### src/rtl/mips_pip_cpu.sv
// Five-stage pipelined MIPS subset core: IF/ID/EX/MEM/WB with forwarding,
// load-use stall, j resolved in ID, beq resolved in EX, and precise EX exceptions.
module mips_pip_cpu #(
  parameter int MEM_SIZE      = 512,
  parameter int ExceptionAddr = MEM_SIZE - 120
) (
  input  logic        clk,
  input  logic        reset,
  input  logic [31:0] Instruction,
  output logic [31:0] PC,
  output logic [4:0]  RegisterNo,
  output logic [31:0] RegisterContent,
  output logic [31:0] DataAddr,
  output logic [31:0] Data
);

  typedef enum logic [2:0] {ALU_ADD, ALU_SUB, ALU_AND, ALU_OR, ALU_SLT} alu_op_t;

  function automatic logic add_ovf(input logic [31:0] a, input logic [31:0] b, input logic [31:0] s);
    return (a[31] == b[31]) && (s[31] != a[31]);
  endfunction

  function automatic logic sub_ovf(input logic [31:0] a, input logic [31:0] b, input logic [31:0] d);
    return (a[31] != b[31]) && (d[31] != a[31]);
  endfunction

  logic [31:0] pc;
  logic [31:0] if_id_instr, if_id_pc;
  logic [31:0] id_ex_pc, id_ex_a, id_ex_b, id_ex_imm;
  logic [4:0]  id_ex_rs, id_ex_rt, id_ex_dst;
  logic        id_ex_memread, id_ex_memwrite, id_ex_branch, id_ex_alusrc, id_ex_ovf, id_ex_illegal;
  alu_op_t     id_ex_aluop;
  logic [31:0] ex_mem_alu, ex_mem_daddr, ex_mem_ddata;
  logic [4:0]  ex_mem_dst;
  logic        ex_mem_memread, ex_mem_memwrite;
  logic [4:0]  wb_rd;
  logic [31:0] wb_val;
  logic [31:0] epc;
  logic [31:0] regs [32];
  // Data memory powers up zeroed and is deliberately left untouched by reset.
  logic [31:0] dmem [64] = '{default: 32'd0};

  logic [5:0]  id_op, id_funct;
  logic [4:0]  id_rs, id_rt, id_rd;
  logic [31:0] id_imm, id_a, id_b, jump_target;
  logic [4:0]  dec_dst;
  logic        dec_memread, dec_memwrite, dec_branch, dec_alusrc, dec_ovf, dec_illegal, dec_jump;
  logic        uses_rs, uses_rt, stall;
  alu_op_t     dec_aluop;

  assign id_op       = if_id_instr[31:26];
  assign id_rs       = if_id_instr[25:21];
  assign id_rt       = if_id_instr[20:16];
  assign id_rd       = if_id_instr[15:11];
  assign id_funct    = if_id_instr[5:0];
  assign id_imm      = {{16{if_id_instr[15]}}, if_id_instr[15:0]};
  assign jump_target = {4'((if_id_pc + 32'd4) >> 28), if_id_instr[25:0], 2'b00};

  // Instruction decode; destination is 0 whenever the instruction does not write.
  always_comb begin
    dec_dst = 5'd0; dec_memread = 1'b0; dec_memwrite = 1'b0; dec_branch = 1'b0;
    dec_alusrc = 1'b0; dec_ovf = 1'b0; dec_illegal = 1'b0; dec_jump = 1'b0;
    uses_rs = 1'b0; uses_rt = 1'b0; dec_aluop = ALU_ADD;
    case (id_op)
      6'h00: begin
        if (if_id_instr != 32'd0) begin
          uses_rs = 1'b1; uses_rt = 1'b1; dec_dst = id_rd;
          case (id_funct)
            6'h20: begin dec_aluop = ALU_ADD; dec_ovf = 1'b1; end
            6'h22: begin dec_aluop = ALU_SUB; dec_ovf = 1'b1; end
            6'h24: dec_aluop = ALU_AND;
            6'h25: dec_aluop = ALU_OR;
            6'h2A: dec_aluop = ALU_SLT;
            default: begin dec_illegal = 1'b1; dec_dst = 5'd0; end
          endcase
        end else begin
          dec_dst = 5'd0;
        end
      end
      6'h08: begin dec_dst = id_rt; dec_alusrc = 1'b1; dec_ovf = 1'b1; uses_rs = 1'b1; end
      6'h23: begin dec_dst = id_rt; dec_alusrc = 1'b1; dec_memread = 1'b1; uses_rs = 1'b1; end
      6'h2B: begin dec_alusrc = 1'b1; dec_memwrite = 1'b1; uses_rs = 1'b1; uses_rt = 1'b1; end
      6'h04: begin dec_branch = 1'b1; uses_rs = 1'b1; uses_rt = 1'b1; end
      6'h02: dec_jump = 1'b1;
      default: dec_illegal = 1'b1;
    endcase
  end

  // Register read with same-cycle bypass of the value being written in WB.
  always_comb begin
    if (id_rs == 5'd0)       id_a = 32'd0;
    else if (wb_rd == id_rs) id_a = wb_val;
    else                     id_a = regs[id_rs];
    if (id_rt == 5'd0)       id_b = 32'd0;
    else if (wb_rd == id_rt) id_b = wb_val;
    else                     id_b = regs[id_rt];
  end

  assign stall = id_ex_memread && (id_ex_dst != 5'd0) &&
                 ((uses_rs && (id_ex_dst == id_rs)) || (uses_rt && (id_ex_dst == id_rt)));

  logic [31:0] fwd_a, fwd_b, op_b, alu_out, branch_target, seq_pc, next_pc;
  logic        overflow, exc, taken;

  // EX operand forwarding: the younger EX/MEM result wins over MEM/WB.
  always_comb begin
    if ((ex_mem_dst != 5'd0) && (ex_mem_dst == id_ex_rs)) fwd_a = ex_mem_alu;
    else if ((wb_rd != 5'd0) && (wb_rd == id_ex_rs))      fwd_a = wb_val;
    else                                                  fwd_a = id_ex_a;
    if ((ex_mem_dst != 5'd0) && (ex_mem_dst == id_ex_rt)) fwd_b = ex_mem_alu;
    else if ((wb_rd != 5'd0) && (wb_rd == id_ex_rt))      fwd_b = wb_val;
    else                                                  fwd_b = id_ex_b;
  end

  assign op_b = id_ex_alusrc ? id_ex_imm : fwd_b;

  // ALU
  always_comb begin
    case (id_ex_aluop)
      ALU_ADD: alu_out = fwd_a + op_b;
      ALU_SUB: alu_out = fwd_a - op_b;
      ALU_AND: alu_out = fwd_a & op_b;
      ALU_OR:  alu_out = fwd_a | op_b;
      ALU_SLT: alu_out = {31'd0, $signed(fwd_a) < $signed(op_b)};
      default: alu_out = 32'd0;
    endcase
  end

  assign overflow      = id_ex_ovf && ((id_ex_aluop == ALU_SUB) ? sub_ovf(fwd_a, op_b, alu_out)
                                                                : add_ovf(fwd_a, op_b, alu_out));
  assign exc           = id_ex_illegal || overflow;
  assign taken         = id_ex_branch && (fwd_a == fwd_b);
  assign branch_target = id_ex_pc + 32'd4 + {id_ex_imm[29:0], 2'b00};
  assign seq_pc        = ((pc + 32'd4) >= 32'(MEM_SIZE)) ? 32'd0 : (pc + 32'd4);

  // Next-PC selection: exception > taken beq > j > load-use hold > sequential.
  always_comb begin
    if (exc)           next_pc = 32'(ExceptionAddr);
    else if (taken)    next_pc = branch_target;
    else if (dec_jump) next_pc = jump_target;
    else if (stall)    next_pc = pc;
    else               next_pc = seq_pc;
  end

  // Pipeline registers, register file and EPC.
  always_ff @(posedge clk) begin
    if (reset) begin
      pc <= 32'd0; if_id_instr <= 32'd0; if_id_pc <= 32'd0;
      id_ex_pc <= 32'd0; id_ex_a <= 32'd0; id_ex_b <= 32'd0; id_ex_imm <= 32'd0;
      id_ex_rs <= 5'd0; id_ex_rt <= 5'd0; id_ex_dst <= 5'd0; id_ex_aluop <= ALU_ADD;
      id_ex_memread <= 1'b0; id_ex_memwrite <= 1'b0; id_ex_branch <= 1'b0;
      id_ex_alusrc <= 1'b0; id_ex_ovf <= 1'b0; id_ex_illegal <= 1'b0;
      ex_mem_alu <= 32'd0; ex_mem_daddr <= 32'd0; ex_mem_ddata <= 32'd0; ex_mem_dst <= 5'd0;
      ex_mem_memread <= 1'b0; ex_mem_memwrite <= 1'b0;
      wb_rd <= 5'd0; wb_val <= 32'd0; epc <= 32'd0;
      for (int i = 0; i < 32; i++) regs[i] <= 32'd0;
    end else begin
      pc <= next_pc;

      if (exc || taken || dec_jump) begin
        if_id_instr <= 32'd0; if_id_pc <= 32'd0;
      end else if (!stall) begin
        if_id_instr <= Instruction; if_id_pc <= pc;
      end else begin
        if_id_instr <= if_id_instr; if_id_pc <= if_id_pc;
      end

      if (exc || taken || stall) begin
        id_ex_pc <= 32'd0; id_ex_a <= 32'd0; id_ex_b <= 32'd0; id_ex_imm <= 32'd0;
        id_ex_rs <= 5'd0; id_ex_rt <= 5'd0; id_ex_dst <= 5'd0; id_ex_aluop <= ALU_ADD;
        id_ex_memread <= 1'b0; id_ex_memwrite <= 1'b0; id_ex_branch <= 1'b0;
        id_ex_alusrc <= 1'b0; id_ex_ovf <= 1'b0; id_ex_illegal <= 1'b0;
      end else begin
        id_ex_pc <= if_id_pc; id_ex_a <= id_a; id_ex_b <= id_b; id_ex_imm <= id_imm;
        id_ex_rs <= id_rs; id_ex_rt <= id_rt; id_ex_dst <= dec_dst; id_ex_aluop <= dec_aluop;
        id_ex_memread <= dec_memread; id_ex_memwrite <= dec_memwrite; id_ex_branch <= dec_branch;
        id_ex_alusrc <= dec_alusrc; id_ex_ovf <= dec_ovf; id_ex_illegal <= dec_illegal;
      end

      if (exc) begin
        ex_mem_alu <= 32'd0; ex_mem_daddr <= 32'd0; ex_mem_ddata <= 32'd0; ex_mem_dst <= 5'd0;
        ex_mem_memread <= 1'b0; ex_mem_memwrite <= 1'b0;
        epc <= id_ex_pc;
      end else begin
        ex_mem_alu <= alu_out; ex_mem_dst <= id_ex_dst;
        ex_mem_memread <= id_ex_memread; ex_mem_memwrite <= id_ex_memwrite;
        ex_mem_daddr <= id_ex_memwrite ? alu_out : 32'd0;
        ex_mem_ddata <= id_ex_memwrite ? fwd_b : 32'd0;
        epc <= epc;
      end

      wb_rd <= ex_mem_dst;
      if (ex_mem_dst == 5'd0)  wb_val <= 32'd0;
      else if (ex_mem_memread) wb_val <= dmem[ex_mem_alu[7:2]];
      else                     wb_val <= ex_mem_alu;

      if (wb_rd != 5'd0) regs[wb_rd] <= wb_val;
    end
  end

  // Data memory write in MEM; an edge with reset high never stores.
  always_ff @(posedge clk) begin
    if (!reset && ex_mem_memwrite) dmem[ex_mem_daddr[7:2]] <= ex_mem_ddata;
  end

  assign PC              = pc;
  assign RegisterNo      = wb_rd;
  assign RegisterContent = wb_val;
  assign DataAddr        = ex_mem_daddr;
  assign Data            = ex_mem_ddata;

endmodule

### config.mk
export PLATFORM = sky130hd
export DESIGN_NAME = mips_pip_cpu
export DESIGN_NICKNAME = d
export VERILOG_FILES = /design/src/rtl/mips_pip_cpu.sv
export SDC_FILE = /design/constraint.sdc
export NUM_CORES = 2
export LEC_CHECK = 0
export CAP_MARGIN = 15
export CORE_MARGIN = 3
export CORE_UTILIZATION = 65
export DETAILED_ROUTE_END_ITERATION = 8
export MAX_ROUTING_LAYER = met4
export PLACE_DENSITY = 0.9
export SLEW_MARGIN = 10
export SYNTH_ARGS = -nofsm -noshare
export SYNTH_HDL_FRONTEND = slang
export SYNTH_SLANG_ARGS = --single-unit
### constraint.sdc
create_clock -name clk -period 10.79 [get_ports clk]
set_input_delay 2.158 -clock clk [delete_from_list [all_inputs] [get_ports clk]]
set_output_delay 2.158 -clock clk [all_outputs]
set_load 0.03 [all_outputs]
## Word-level counts from Yosys, hierarchy flattened

Memories as Yosys holds them, arrays and structs flattened. A register that Yosys moved wholly into a read port is not among the register bits.
Cells that the tools add are included.
Widths: inputs -> output; s select.

- Add/subtract/negate cells: 6
- Magnitude comparators: 2
- Equal/unequal tests: 26
- Mux-type cells: 42
- Bitwise gates (word level): 5
- Reductions and logical operators: 44

Operator list:

| operator | count |
|---|---|
| $mux 32 | 11 |
| $pmux 32 s5 | 1 |
| $add 32x3->32 const B | 3 |
| $add 32x32->32 | 2 |
| $eq 6x6->1 const B | 7 |
| $and 32x32->32 | 1 |
| $eq 32x32->1 | 1 |
| $ge 32x10->1 const B | 1 |
| $lt 32x32->1 | 1 |
| $or 32x32->32 | 1 |
| $reduce_bool 32->1 | 1 |
| $reduce_or 32->1 | 1 |
| $sub 32x32->32 | 1 |
| $eq 5x5->1 | 6 |
| $mux 1 | 19 |
| $logic_not 5->1 | 3 |
| $mux 5 | 3 |
| $reduce_bool 5->1 | 3 |
| $reduce_or 2->1 | 7 |
| $logic_and 1x1->1 | 13 |
| $pmux 3 s4 | 1 |
| $reduce_or 3->1 | 4 |
| $pmux 5 s2 | 1 |
| $reduce_or 5->1 | 2 |
| other kinds (19) | 31 |

- Flip-flop bits (word level): 308
- RAM bits: 3,072
- Input bits: 34
- Output and inout port bits: 133
- Word-level logic and storage cells: 151
- Memories: 2

Memories:

| memory | words | bits a word | rd ports | clocked after Yosys merged registers in | write ports | line | source |
|---|---|---|---|---|---|---|---|
| dmem | 64 | 32 | 1 | 1 | 1 | 41 | `logic [31:0] dmem [64] = '{default: 32'd0};` |
| regs | 32 | 32 | 2 | 2 | 32 | 39 | `logic [31:0] regs [32];` |

## Logic depth before layout (Yosys ltp)

- Depth in word-level cells: 15
- Mapped depth: 24
- Mapped depth without buffers: 19

## Worst setup path after synthesis

No wires, ideal clock.

- Path type: reg2reg
- Start point: reg wb_rd[0] (netlist: RegisterNo[0])
- End point: reg pc[17] (netlist: PC[17])
- Library setup time: 0.132 ns
- Arrival: 5.632 ns
- Required time: 10.658 ns
- Slack: 5.026 ns
- Stages on the path, launching flop included: 21
- Buffers on the path: 6
- Clock period less this slack: 5.764 ns
- Cell sequence: dfxtp_1 buf_2 xnor2_1 o311a_1 clkbuf_1 clkbuf_1 nand3_1 a31o_2 o21ai_0 ha_1 clkbuf_1 or4_1 a2111oi_0 a2111oi_0 a31oi_1 mux2i_1 a31oi_1 o311ai_2 buf_2 clkbuf_1 a21oi_1

- Word-level cells in the longest chain between the ends: 13

RTL lines:

| element | line | source |
|---|---|---|
| from (decl) | 36 | `logic [4:0] wb_rd;` |
| from (signal assigned) | 192 | `wb_rd <= ex_mem_dst;` |
| $eq 5x5->1 / $reduce_bool 5->1 (equally long branches) | 111, 108 |  |
| $logic_and 1x1->1 | 111 | `else if ((wb_rd != 5'd0) && (wb_rd == id_ex_rt)) fwd_b = wb_val;` |
| $mux 32 | 111 |  |
| $mux 32 | 110 | `if ((ex_mem_dst != 5'd0) && (ex_mem_dst == id_ex_rt)) fwd_b = ex_mem_alu;` |
| $mux 32 | 115 | `assign op_b = id_ex_alusrc ? id_ex_imm : fwd_b;` |
| $sub 32x32->32, or another cell as far along | 121 | `ALU_SUB: alu_out = fwd_a - op_b;` |
| $pmux 32 s5 | 119 | `case (id_ex_aluop)` |
| $ne 1x1->1 | 20, 24 |  |
| $logic_and 1x1->1, on equally long branches | 20, 24 |  |
| $mux 1 | 129 | `assign overflow = id_ex_ovf && ((id_ex_aluop == ALU_SUB) ? sub_ovf(fwd_a, op_b, alu_out)` |
| $logic_and 1x1->1 | 129 |  |
| $logic_or 1x1->1 | 131 | `assign exc = id_ex_illegal \|\| overflow;` |
| $reduce_or 2->1 (no line) | -- |  |
| to (signal assigned) | 158 | `pc <= next_pc;` |
| to (decl) | 27 | `logic [31:0] pc;` |

Several ways; a longest one is shown, not always the timed one.
A chain may end at the register's enable or synchronous reset.

## Worst setup path in the final report

- Start point: reg wb_rd[2] (netlist: RegisterNo[2])
- End point: reg id_ex_b[22], read port of regs

- Word-level cells in the longest chain between the ends: 15

RTL lines:

| element | line | source |
|---|---|---|
| $eq 5x5->1 / $reduce_bool 5->1 (equally long branches) | 111, 108 |  |
| $logic_and 1x1->1 | 111 |  |
| $mux 32 | 111 |  |
| $mux 32 | 110 |  |
| $mux 32 | 115 |  |
| $sub 32x32->32, or another cell as far along | 121 |  |
| $pmux 32 s5 | 119 |  |
| $ne 1x1->1 | 20, 24 |  |
| $logic_and 1x1->1, on equally long branches | 20, 24 |  |
| $mux 1 | 129 |  |
| $logic_and 1x1->1 | 129 |  |
| $logic_or 1x1->1 | 131 |  |
| $logic_or 1x1->1 (*) (2 in a row) | 168 | `if (exc \|\| taken \|\| stall) begin` |
| $reduce_or 3->1 (no line) (*) | -- |  |
| to (decl) | 29 | `logic [31:0] id_ex_pc, id_ex_a, id_ex_b, id_ex_imm;` |

Every way passes the cells marked *; elsewhere a longest branch is shown, timed or not.

==> flow_summary.ini <==
[synthesis]
synth_seq_cells = 3444
yosysTopAreaCell = edfxtp_1
synthCells = 8940
synthXorXnorAreaFrac = 0.00684
yosys_warnings = 0
async_flop_share = 0
synthTopCellsByCount = 3072 x edfxtp_1, 1309 x mux4_2, 980 x and2_1
synthMuxAreaShare = 0.204
synth-simple-area-share = 0.0782
yosysTopAreaCellShare = 0.596
synth_fa_ha_area_frac = 0.0129
synth-compound-area-share = 0.0329
synth_most_common_cell = edfxtp_1
synth_top_family_by_area = multiplexers
synth_cell_type_count = 94
syn_area_mm2 = 0.155
synth.area.top_cells = edfxtp_1 60%, mux4_2 19%, dfxtp_1 4.8%
synth-edff-count = 3072
synth-seq-area-share = 0.644
avgSynthCellArea_um2 = 17.3
synthFlopType = edfxtp_1

[layout]
drive_gt1_frac = 0.259
filler_cell_count = 12400
multiInputGateArea_mm2 = 0.0529
nets = 9244
seq_area_mm2 = 0.0998
syn2layout_area_growth_pct = 11.4

[outcome]
status = finished with violations
violations = DRC

[route]
wl_per_cell_um = 45.5
drc = 282
drt_iter0_markers = 21600
via_count = 101000
avgViaCountPerCell = 8.02
routed_wl_um = 570000
final_antenna_net_count = 0
first_pass_iters = 9

[floorplan]
dieWidth_um = 494
start_util = 0.656
die_y_um = 494
core_area_mm2 = 0.236
row_count = 178
dieArea_mm2 = 0.244
ios = 167

[cts]
h-tree-depth = 5
hold_buffers = 0
cts_root_buf = clkbuf_16
clock_latency_ps = 1010
cts_tree = done
cts_resized = 0
post_cts_buffers = 0
cts_made_buffers = 351
path_clk_slew_ps = 60
clock-sinks = 3444
clk_path_buf_depth = 4

[critical_path]
worstSetupPathType = reg2reg
crit_required_ps = 11530
crit_fanout = 61
setup.worst_path.end_class = flip-flop
cp-start-kind = flip-flop
cp.arrival_ps = 9440

[timing]
tns_ps = 0
worst_slew_pin_slew_ps = 1490
rsz0062_at_grt = false
period_minus_slack_ps = 8700
clock_skew_ps = 127
fmax_mhz = 115
hold_slack_ps = 448
period_share = 0.807
max_slew_margin = 0.00761
setup_viol = 0
hold_viol = 0
slew_violations = 0

[global_route]
antenna_found_initial = 53
grt_pass1_wl_um = 789000
grt_pass1_vias = 98200
track_usage = 0.485
grt_max_degree = 137
grt.overflow.total = 0

[place]
placement.io_buffers = 166
gp_congestion = 0.991
hpwl_um = 309000

[run]
maxCapViolations = 0

[pwr]
cellPowerDensity_mw_per_mm2 = 189
ir_worst_vdd_mv = 0.234
p_total_mw = 32.6
leakagePower_nw = 50.2

[min_path]
hp-class = reg2reg
-- registers in the layout, indices dropped and copies added, names as in the netlist, 3 cells and up --
| name | cells |
|---|---|
| if_id_instr | 32 |
| ex_mem_dst | 5 |
| if_id_pc | 32 |
| id_ex_a | 32 |
| id_ex_aluop | 3 |
| RegisterContent | 32 |
| id_ex_b | 32 |
| id_ex_imm | 16 |
| id_ex_dst | 5 |
| dmem | 2048 |
| Data | 32 |
| DataAddr | 32 |
| id_ex_pc | 32 |
| RegisterNo | 5 |
| ex_mem_alu | 32 |
| id_ex_rt | 5 |
| PC | 32 |
| regs | 1024 |
| id_ex_rs | 5 |
-- critical path, cell delays in order, from the launching register on --
cell	delay [ps]
dfxtp_1	470
or3_1	800
o311ai_4	800
nor2_2	80
buf_4	270
mux2i_1	400
nand2_1	90
o21ai_0	150
o21ai_0	220
ha_1	540
a21oi_1	300
o21ai_0	130
o32ai_1	780
mux2i_1	280
o31ai_1	90
a311oi_1	400
a31oi_1	270
o311a_1	640
o21ai_4	160
buf_4	660
buf_4	750
nor4_2	110
-- cell families (layout without fill, tap and decap cells) --
logic type | Yosys count | in the layout
xor+xnor | 121 | 121
flops | 3444 | 3444
simple gates | 2094 | 2094
buf+inv | 848 | 1196
mux | 1515 | 1515
fa+ha+maj | 158 | 158
other cells | 1 | 91
compound gates | 759 | 759
-- path summary, 6_finish.rpt --
kind | from | end | slack, ps | cells past startpoint
setup / recovery | RegisterNo[2] | id_ex_b[22] | 2090 | 21
setup reg to reg | RegisterNo[2] | id_ex_b[22] | 2090 | 21
hold reg to reg | id_ex_pc[0] | PC[0] | 450 | 2
hold / removal | id_ex_pc[0] | PC[0] | 450 | 2
-- final cells by class --
| cell class | count | area share |
|---|---|---|
| antenna | 59 | 0.000856 |
| clock buffer | 422 | 0.0535 |
| clock inverter | 198 | 0.0119 |
| inverter | 117 | 0.00255 |
| multi-input combinational | 4679 | 0.307 |
| sequential | 3444 | 0.578 |
| tap | 3150 | 0.0228 |
| timing repair buffer | 459 | 0.0230 |
-- per-stage QoR --
step	utilization	setup slack [ps]	instance area [um2]	std cells
floorplan	-	5030	155000	8971
global placement	0.682	2720	161000	11800
detailed placement	0.682	2550	161000	11800
CTS	0.730	2410	172000	12500
global route	0.731	1720	172000	12500
finish	0.731	2090	173000	12500
-- power by group --
| part | switching, mW | internal (mW) |
|---|---|---|
| Sequential | 0.379 | 14.6 |
| Clock | 5.61 | 7.06 |
| Combinational | 3.07 | 1.92 |
| Total | 9.06 | 23.6 |
-- routing by layer --
layer	track usage	vias up	wire [um]
met3	0.155	3544	85700
met1	0.543	49000	158000
li1	-	35900	-
met2	0.713	12000	258000
met4	0.406	0	68200
met5	-	-	0
-- layout by cell type, fill, tap and decap left out, types with 26 or more instances in the layout --
master / synthesis / routed
mux4_2: 1309 / 1309
a211oi_1: 30 / 30
a31oi_1: 26 / 26
dfxtp_1: 372 / 323
o21a_1: 27 / 27
ha_1: 155 / 155
clkinv_1: 1 / 73
conb_1: 1 / 32
xor2_1: 33 / 33
nor4_1: 34 / 34
nor2_4: 1 / 67
a221o_1: 26 / 26
o21ai_0: 250 / 219
a21oi_1: 132 / 132
nand3_1: 96 / 93
nand4_1: 37 / 37
nor2_1: 311 / 210
clkbuf_16: 0 / 357
nor4_2: 62 / 62
buf_4: 5 / 283
xnor2_1: 88 / 88
diode_2: 0 / 59
and2_1: 980 / 980
o21ai_4: 0 / 33
inv_1: 116 / 116
bufinv_16: 0 / 40
dfxtp_2: 0 / 36
nor2_2: 1 / 36
nor3_1: 185 / 181
nor3b_1: 63 / 63
clkbuf_1: 544 / 59
nand2_1: 189 / 189
clkdlybuf4s50_1: 0 / 165
clkinv_2: 0 / 53
mux2i_1: 197 / 197
edfxtp_1: 3072 / 3072
No activity file was read; power rests on OpenSTA's default activity.
